<file path="src/rtl/exec_cont.sv">
// Execute controller: requests instructions from fetch, reads operands from the
// local data memory, computes add/sub/mul and writes the result back to dst.
module exec_cont #(
  parameter int unsigned DATA_MEMORY_SIZE = 64,
  parameter int unsigned DATA_WIDTH       = 8,
  localparam int unsigned AW              = $clog2(DATA_MEMORY_SIZE)
) (
  input  logic                  clk,
  input  logic                  reset,
  input  logic                  start,
  input  logic [1:0]            opcode,
  input  logic [AW-1:0]         src1,
  input  logic [AW-1:0]         src2,
  input  logic [AW-1:0]         dst,
  input  logic                  ready,
  input  logic                  finished,
  output logic                  enable,
  input  logic                  load_en,
  input  logic [AW-1:0]         load_addr,
  input  logic [DATA_WIDTH-1:0] load_data,
  input  logic [AW-1:0]         dbg_addr,
  output logic [DATA_WIDTH-1:0] dbg_data,
  output logic                  busy,
  output logic                  done,
  output logic                  carry,
  output logic [15:0]           instr_count
);

  localparam int unsigned PW = 2 * DATA_WIDTH;

  typedef enum logic [2:0] {
    S_IDLE, S_FETCH, S_OPS, S_EXEC, S_WB, S_HALT
  } state_e;

  state_e                state_q;
  logic [1:0]            op_q;
  logic [AW-1:0]         src1_q, src2_q, dst_q;
  logic [DATA_WIDTH-1:0] a_q, b_q;
  logic [DATA_WIDTH:0]   result_q;
  logic                  enable_q, busy_q, done_q, carry_q;
  logic [15:0]           count_q;
  logic [DATA_WIDTH-1:0] mem_q [DATA_MEMORY_SIZE];

  logic [PW-1:0]         prod_c;
  logic [DATA_WIDTH:0]   result_c;

  // Halt is decoded from the opcode, so the fetch-side finished flag is not needed.
  logic unused_finished;
  assign unused_finished = finished;

  // ALU: top bit of result carries the carry/borrow/mul-overflow flag
  always_comb begin
    prod_c   = PW'(a_q) * PW'(b_q);
    result_c = '0;
    case (op_q)
      2'b01:   result_c = {1'b0, a_q} + {1'b0, b_q};
      2'b10:   result_c = {1'b0, a_q} - {1'b0, b_q};
      2'b11:   result_c = {|prod_c[PW-1:DATA_WIDTH], prod_c[DATA_WIDTH-1:0]};
      default: result_c = '0;
    endcase
  end

  // Control FSM with registered outputs aligned to the state they describe
  always_ff @(posedge clk) begin
    if (!reset) begin
      state_q  <= S_IDLE;
      op_q     <= '0;
      src1_q   <= '0;
      src2_q   <= '0;
      dst_q    <= '0;
      a_q      <= '0;
      b_q      <= '0;
      result_q <= '0;
      enable_q <= 1'b0;
      busy_q   <= 1'b0;
      done_q   <= 1'b0;
      carry_q  <= 1'b0;
      count_q  <= '0;
      for (int unsigned i = 0; i < DATA_MEMORY_SIZE; i++) mem_q[i] <= '0;
    end else begin
      case (state_q)
        S_IDLE, S_HALT: begin
          if (load_en) mem_q[load_addr] <= load_data;
          if (start) begin
            state_q  <= S_FETCH;
            enable_q <= 1'b1;
            busy_q   <= 1'b1;
            done_q   <= 1'b0;
            carry_q  <= 1'b0;
            count_q  <= '0;
          end
        end
        S_FETCH: begin
          if (ready) begin
            op_q     <= opcode;
            src1_q   <= src1;
            src2_q   <= src2;
            dst_q    <= dst;
            enable_q <= 1'b0;
            if (opcode == 2'b00) begin
              state_q <= S_HALT;
              busy_q  <= 1'b0;
              done_q  <= 1'b1;
            end else begin
              state_q <= S_OPS;
            end
          end
        end
        S_OPS: begin
          a_q     <= mem_q[src1_q];
          b_q     <= mem_q[src2_q];
          state_q <= S_EXEC;
        end
        S_EXEC: begin
          result_q <= result_c;
          state_q  <= S_WB;
        end
        S_WB: begin
          mem_q[dst_q] <= result_q[DATA_WIDTH-1:0];
          carry_q      <= carry_q | result_q[DATA_WIDTH];
          if (count_q != 16'hFFFF) count_q <= count_q + 16'd1;
          state_q      <= S_FETCH;
          enable_q     <= 1'b1;
        end
        default: begin
          state_q  <= S_IDLE;
          enable_q <= 1'b0;
          busy_q   <= 1'b0;
          done_q   <= 1'b0;
        end
      endcase
    end
  end

  assign enable      = enable_q;
  assign busy        = busy_q;
  assign done        = done_q;
  assign carry       = carry_q;
  assign instr_count = count_q;
  assign dbg_data    = mem_q[dbg_addr];

endmodule

</file>
<file path="config.mk">
export PLATFORM = sky130hd
export DESIGN_NAME = exec_cont
export DESIGN_NICKNAME = d
export VERILOG_FILES = /design/src/rtl/exec_cont.sv
export SDC_FILE = /design/constraint.sdc
export NUM_CORES = 1
export LEC_CHECK = 0
export BUFFER_PORTS_ARGS = -buffer_cell sky130_fd_sc_hd__buf_2
export CORE_MARGIN = 1.5
export CORE_UTILIZATION = 34
export DETAILED_ROUTE_END_ITERATION = 6
export PLACE_DENSITY_LB_ADDON = 0.1
export SLEW_MARGIN = 20
export SYNTH_ARGS = -nofsm -noshare
export SYNTH_HDL_FRONTEND = slang
export SYNTH_SLANG_ARGS = --single-unit
export TNS_END_PERCENT = 5
</file>
<file path="constraint.sdc">
create_clock -name clk -period 8.95 [get_ports clk]
set_input_delay 1.79 -clock clk [delete_from_list [all_inputs] [get_ports clk]]
set_output_delay 1.79 -clock clk [all_outputs]
set_load 0.05 [all_outputs]
</file>
# [Word-level counts from Yosys, hierarchy flattened]
# Memory sizes are Yosys's and may differ from the RTL's. A register that Yosys moved wholly into a read port is not among the register bits.
# Cells that the tools add are included.
[word_totals] elab_cells=82 memories=1 reg_bits=52 out_inout_bits=28 ramBits=512
[memory_table] memory="mem_q" depth=64 width=8 rd=3 rd_clocked_by_memory_dff=2 wr=64 line="42" text="logic [DATA_WIDTH-1:0] mem_q [DATA_MEMORY_SIZE];"
[op_classes] mux=33 n_addsub=3 bitwise_logic=3 n_eq_ne=13 multipliers=1 reduce_logical=17
[op_table] cell="16-bit 2-to-1 mux" count=2
[op_table] cell="16-bit case mux with 2 select lines" count=1
[op_table] cell="9-bit case mux with 3 select lines" count=1
[op_table] cell="8-bit OR reduction" count=3
[op_table] cell="1-bit 2-to-1 mux" count=17
[op_table] cell="16-bit by 1-bit adder with 16-bit output, second input constant" count=1
[op_table] cell="8-bit by 8-bit multiplier with 16-bit output" count=1
[op_table] cell="8-bit 2-to-1 mux" count=2
[op_table] cell="16-bit != test, second input constant" count=1
[op_table] cell="3-bit case mux with 5 select lines" count=1
[op_table] cell="6-bit 2-to-1 mux" count=2
[op_table] cell="8-bit by 8-bit adder with 9-bit output" count=1
[op_table] cell="3-bit 2-to-1 mux" count=3
[op_table] cell="8-bit by 8-bit subtractor with 9-bit output" count=1
[op_table] cell="2-bit != test, second input constant" count=4
[op_table] cell="3-bit by 2-bit == test with 1-bit output, second input constant" count=2
[op_table] cell="3-bit == test, second input constant" count=2
[op_table] cell="1-bit case mux with 3 select lines" count=2
[op_table] cell="2-bit AND reduction" count=3
[op_table] cell="3-bit AND reduction" count=2
[op_table] cell="2-bit == test, second input constant" count=2
[op_table] cell="1-bit case mux with 4 select lines" count=1
[op_table] cell="4-bit AND reduction" count=1
[op_table] cell="2-bit OR reduction" count=2
[op_table] cell="other kinds (10)" count=12

# [Longest topological paths before layout]
[logic_depth] word_depth=8 depth_mapped=17 ltp_nobuf=16

# [Worst setup path before layout]
# OpenSTA, ideal clock, no wires.
[synth_path] path_type="in2out" startpoint="in dbg_addr[0]" endpoint="out dbg_data[0]" path_stages=5 t_arrival_ns=4.248 required_time_ns=7.160 path_buffers=2 slack_ns=2.912 path_cell_list="buf_2 buf_1 mux4_2 mux4_2 mux4_2"
[synth_between] elab_chain_cells=1
[synth_lines] item="start: declaration" line="21" text="input logic [AW-1:0] dbg_addr,"
[synth_lines] item="memory 64 x 8 bit"
[synth_lines] item="end: declaration" line="22" text="output logic [DATA_WIDTH-1:0] dbg_data,"
# Every way passes these cells.

# [Final worst setup path]
[layout_path] startpoint="in dbg_addr[0]" endpoint="out dbg_data[2]"
# The elaborated chain is that of the path after synthesis.

==> results summary <==
The analysis attributes to cell leakage a power of 13.7 nW. The ratio of total power to cell area came out at 185 nW/µm². The slew at the pin closest to its max-slew limit is 1160 ps. The post-synthesis cell type count is 67. The overall routed net length came out at 127,000 µm. The number of post-CTS setup repair buffers came out at 0. The biggest area contributor in the post-synthesis netlist is sky130_fd_sc_hd__edfxtp_1.

The library cell used most frequently in the layout, excluding fill and tap cells, is sky130_fd_sc_hd__nor2_1. The number of cells on the worst hold path is 2. In this run, the number of DRC markers left after iteration 0 of detailed routing was 2,167. The routed wirelength normalized by instance count came out at 31.1 µm. Setup repair after global routing left no endpoint under its margin.

The clock buffer count from CTS is 75. Synthesis produced a netlist with a net count of 2,777. The floorplan core area came out at 104,000 µm². Across the VDD grid, the largest voltage drop is 0.126 mV. The number of detailed-routing iterations run before antenna repair came out at 5. Post-CTS repair changed the size of 0 cells.

The cell area after synthesis is 35,800 µm². The fraction of met2 tracks used by global routing came out at 39.1%. The maximum buffer depth of the clock tree is 3.

Counting cells, the worst reg-to-reg path comes to 7. For this run, the leading register cell type out of synthesis is sky130_fd_sc_hd__edfxtp_1. In this run the worst hold path is classified as flip-flop to flip-flop.

TritonCTS built the clock tree. The synthesized design contains 512 enable-type register cells. The total via count after detailed routing is 24,200. The endpoint of the worst-slack reg-to-reg timing path is mem_q[35][7]$_SDFFCE_PN0P_.

The met1 track demand over resource is 31.3%. The clock net in this run drives a total of 580 sinks. The number of antenna violations at the first check in global routing was 10.

The register area share after synthesis is 46.8%. The post-synthesis sequential element count came out at 580. The number of vias per cell is 5.96. The DRC violation count after routing is 0.

The met3 capacity usage during global routing came out at 4.21%. The data required time of the critical path is 7160 ps. The reg-to-reg startpoint is state_q[2]$_SDFFE_PN0P_. The tool flagged a number of max-cap violations equal to 0.

The worst setup timing slack at the placement stage is 2110 ps. The startpoint of the most critical hold path is dst_q[3]$_SDFFE_PN0P_. The final worst-path setup slack came out at 2100 ps.

The cell count after synthesis came out at 2,644. The largest net degree at the start of global routing is 130. The critical path in this run is classified as primary input to output pin. The synthesized netlist devotes 3.05% of its cell area to compound gates. Leaving out fill and tap cells, the most frequent cells in the layout are 596 x sky130_fd_sc_hd__nor2_1, 512 x sky130_fd_sc_hd__edfxtp_1, 474 x sky130_fd_sc_hd__mux4_2.

The clock input transition at the sequential cells of the worst setup and hold paths is 60 ps. Fill cells in the final layout number 9,829. Setup violations remaining at the end of the flow were counted as 0. The share of synthesized area in the top cell type comes to 43.0%. The area share of and/or/nand/nor cells after synthesis came out at 12.0%. The capturing element type of the critical path is an output pin. The startpoint type of the worst setup path is a primary input. The worst hold path terminates at dst_q[3]$_SDFFE_PN0P_. The first-pass GRT wire length is 181,000 µm. Global routing consumed, over all layers together, 23.6% of the routing resources. The number of rows created at floorplan is 118. In the final timing run, aggregate negative setup slack is 0 ps.

The die span in y is 327 µm. The worst hold slack is 459 ps. The die outline width came out at 327 µm.

Sorting the synthesized cells by area gives the leading types as sky130_fd_sc_hd__edfxtp_1 43%, sky130_fd_sc_hd__mux4_2 30%, sky130_fd_sc_hd__nor2_1 6.3%. The mux share of post-synthesis cell area is 30.6%. At the end of the flow, the number of nets in the layout was 2,756.

A synthesized cell averages 13.5 µm². After Yosys synthesis, XOR and XNOR cells account for 0.685% of the synthesized area. Of the total synthesized cell area, the portion taken by full adders, half adders and majority gates is 3.85%.

The number of global-route vias before repair came out at 24,400. The smallest clock period supported by the final layout is computed as 6850 ps. The starting utilization of the core area is 34.4%. The sum of overflow across all layers after global routing is 0. The clock insertion delay at the later pin of the skew report is 660 ps. During I/O placement, the number of pins put on the boundary was 74. Of the cells placed in the final design, the portion with a size suffix greater than 1 is 28.2%. The post-route non-filler standard cell count came out at 4,066. Timing would allow up to 146 MHz. The H-tree depth is 3.

The final count of pins violating max slew is 0. The count of buffers inserted at the top-level ports came out at 72. The synthesis-to-layout area growth is 12.0%. The number of hold-slack violations in the final timing report came out at 0. The busiest layer in global routing is met2.

The slack of the worst reg-to-reg path came out at 3960 ps. The main combinational cell family by area after synthesis is multiplexers. The number of nets with antenna violations after detailed routing came out at 0.

The flow ran to the end, and the final reports show no timing, DRC or antenna violations. The final HPWL from detailed placement is 88,100 µm. The floorplan step defined a die boundary enclosing 107,000 µm².

CTS placed an instance of sky130_fd_sc_hd__clkbuf_16 at the clock tree root. The data arrival time of the worst path is 5060 ps. The total of hold buffers inserted after clock tree synthesis is 0. The final cell utilization of the core came out at 38.6%. The worst max-slew margin expressed relative to the limit is 22.6%. After synthesis, the share of flip-flops with an asynchronous set or reset is 0%. Of all nets on the critical path, the largest fanout is 68.

The final weighted congestion in routability-driven placement is 0.892. Dividing the final minimum period by the clock period gives 76.5%. The number of synthesis warnings came out at 0.

Clock skew on the completed layout was measured at 29.5 ps. The placed instance count is 3,926.
==> critical path: stages <==
cell and delay [ps]:
sky130_fd_sc_hd__clkbuf_8 680, sky130_fd_sc_hd__buf_4 430, sky130_fd_sc_hd__mux4_2 590, sky130_fd_sc_hd__mux4_2 560
sky130_fd_sc_hd__mux4_2 630, sky130_fd_sc_hd__buf_2 260
==> worst max path at each step <==
stage,start,endpoint,slack [ps]
detailed placement,dbg_addr[0],dbg_data[2],2110
floorplan,dbg_addr[0],dbg_data[0],2910
global route,dbg_addr[0],dbg_data[2],1990
finish,dbg_addr[0],dbg_data[2],2100
global placement,dbg_addr[0],dbg_data[5],2130
CTS,dbg_addr[0],dbg_data[2],2120
==> routing by layer <==
layer	vias up	wire length (µm)	share of wire (%)
met5	-	67	0.053
met4	10	4360	3.4
met3	203	9290	7.3
met2	1042	61400	48
met1	12800	51600	41
li1	10100	-	-
==> state kept, by name, indices dropped and copies added (netlist names) <==
name,count
a_q,8
b_q,8
busy,1
carry,1
done,1
dst_q,6
enable,1
instr_count,16
mem_q,512
op_q,2
result_q,9
src1_q,6
src2_q,6
state_q,3
==> cells in the mapped netlist, drive strengths merged (25+ instances only) <==
library cell,number
a21oi,63
and2,41
buf,59
clkbuf,154
dfxtp,68
edfxtp,512
fa,37
ha,50
inv,70
mux2i,25
mux4,474
nand2,239
nand3,38
nor2,600
==> per-stage QoR <==
stage | cell area (µm²) | power, W
after floorplan | 35800 | 0.00393
after global placement | 37600 | 0.00435
after detailed placement | 37600 | 0.00436
after CTS | 40100 | 0.00748
after global routing | 40100 | 0.00764
final | 40100 | 0.00743
==> area by class of cell <==
cell class                      instances  area [µm²]  area share [%]
Clock buffer                           89        2040            5.09
Multi-Input combinational cell       1781       18100            45.1
Clock inverter                         50         478            1.19
Antenna cell                            1        2.50         0.00624
Inverter                               70         263           0.655
Tap cell                             1380        1730            4.31
Timing Repair Buffer                  115         751            1.87
Sequential cell                       580       16800            41.8
==> where the power goes <==
group	total (W)	switching (W)	internal, W
clock	0.00312	0.00125	0.00186
combinational	0.00115	0.000670	0.000479
sequential	0.00316	0.000124	0.00304
total	0.00743	0.00205	0.00538
==> cell families (layout without fill, tap and decap cells) <==
group           Yosys count  count (layout)
compound gates          168             168
xor+xnor                 28              28
fa+ha+maj                88              88
buf+inv                 283             324
flops                   580             580
mux                     502             502
other cells               0               1
simple gates            995             995
No activity file was read; power rests on OpenSTA's default activity.
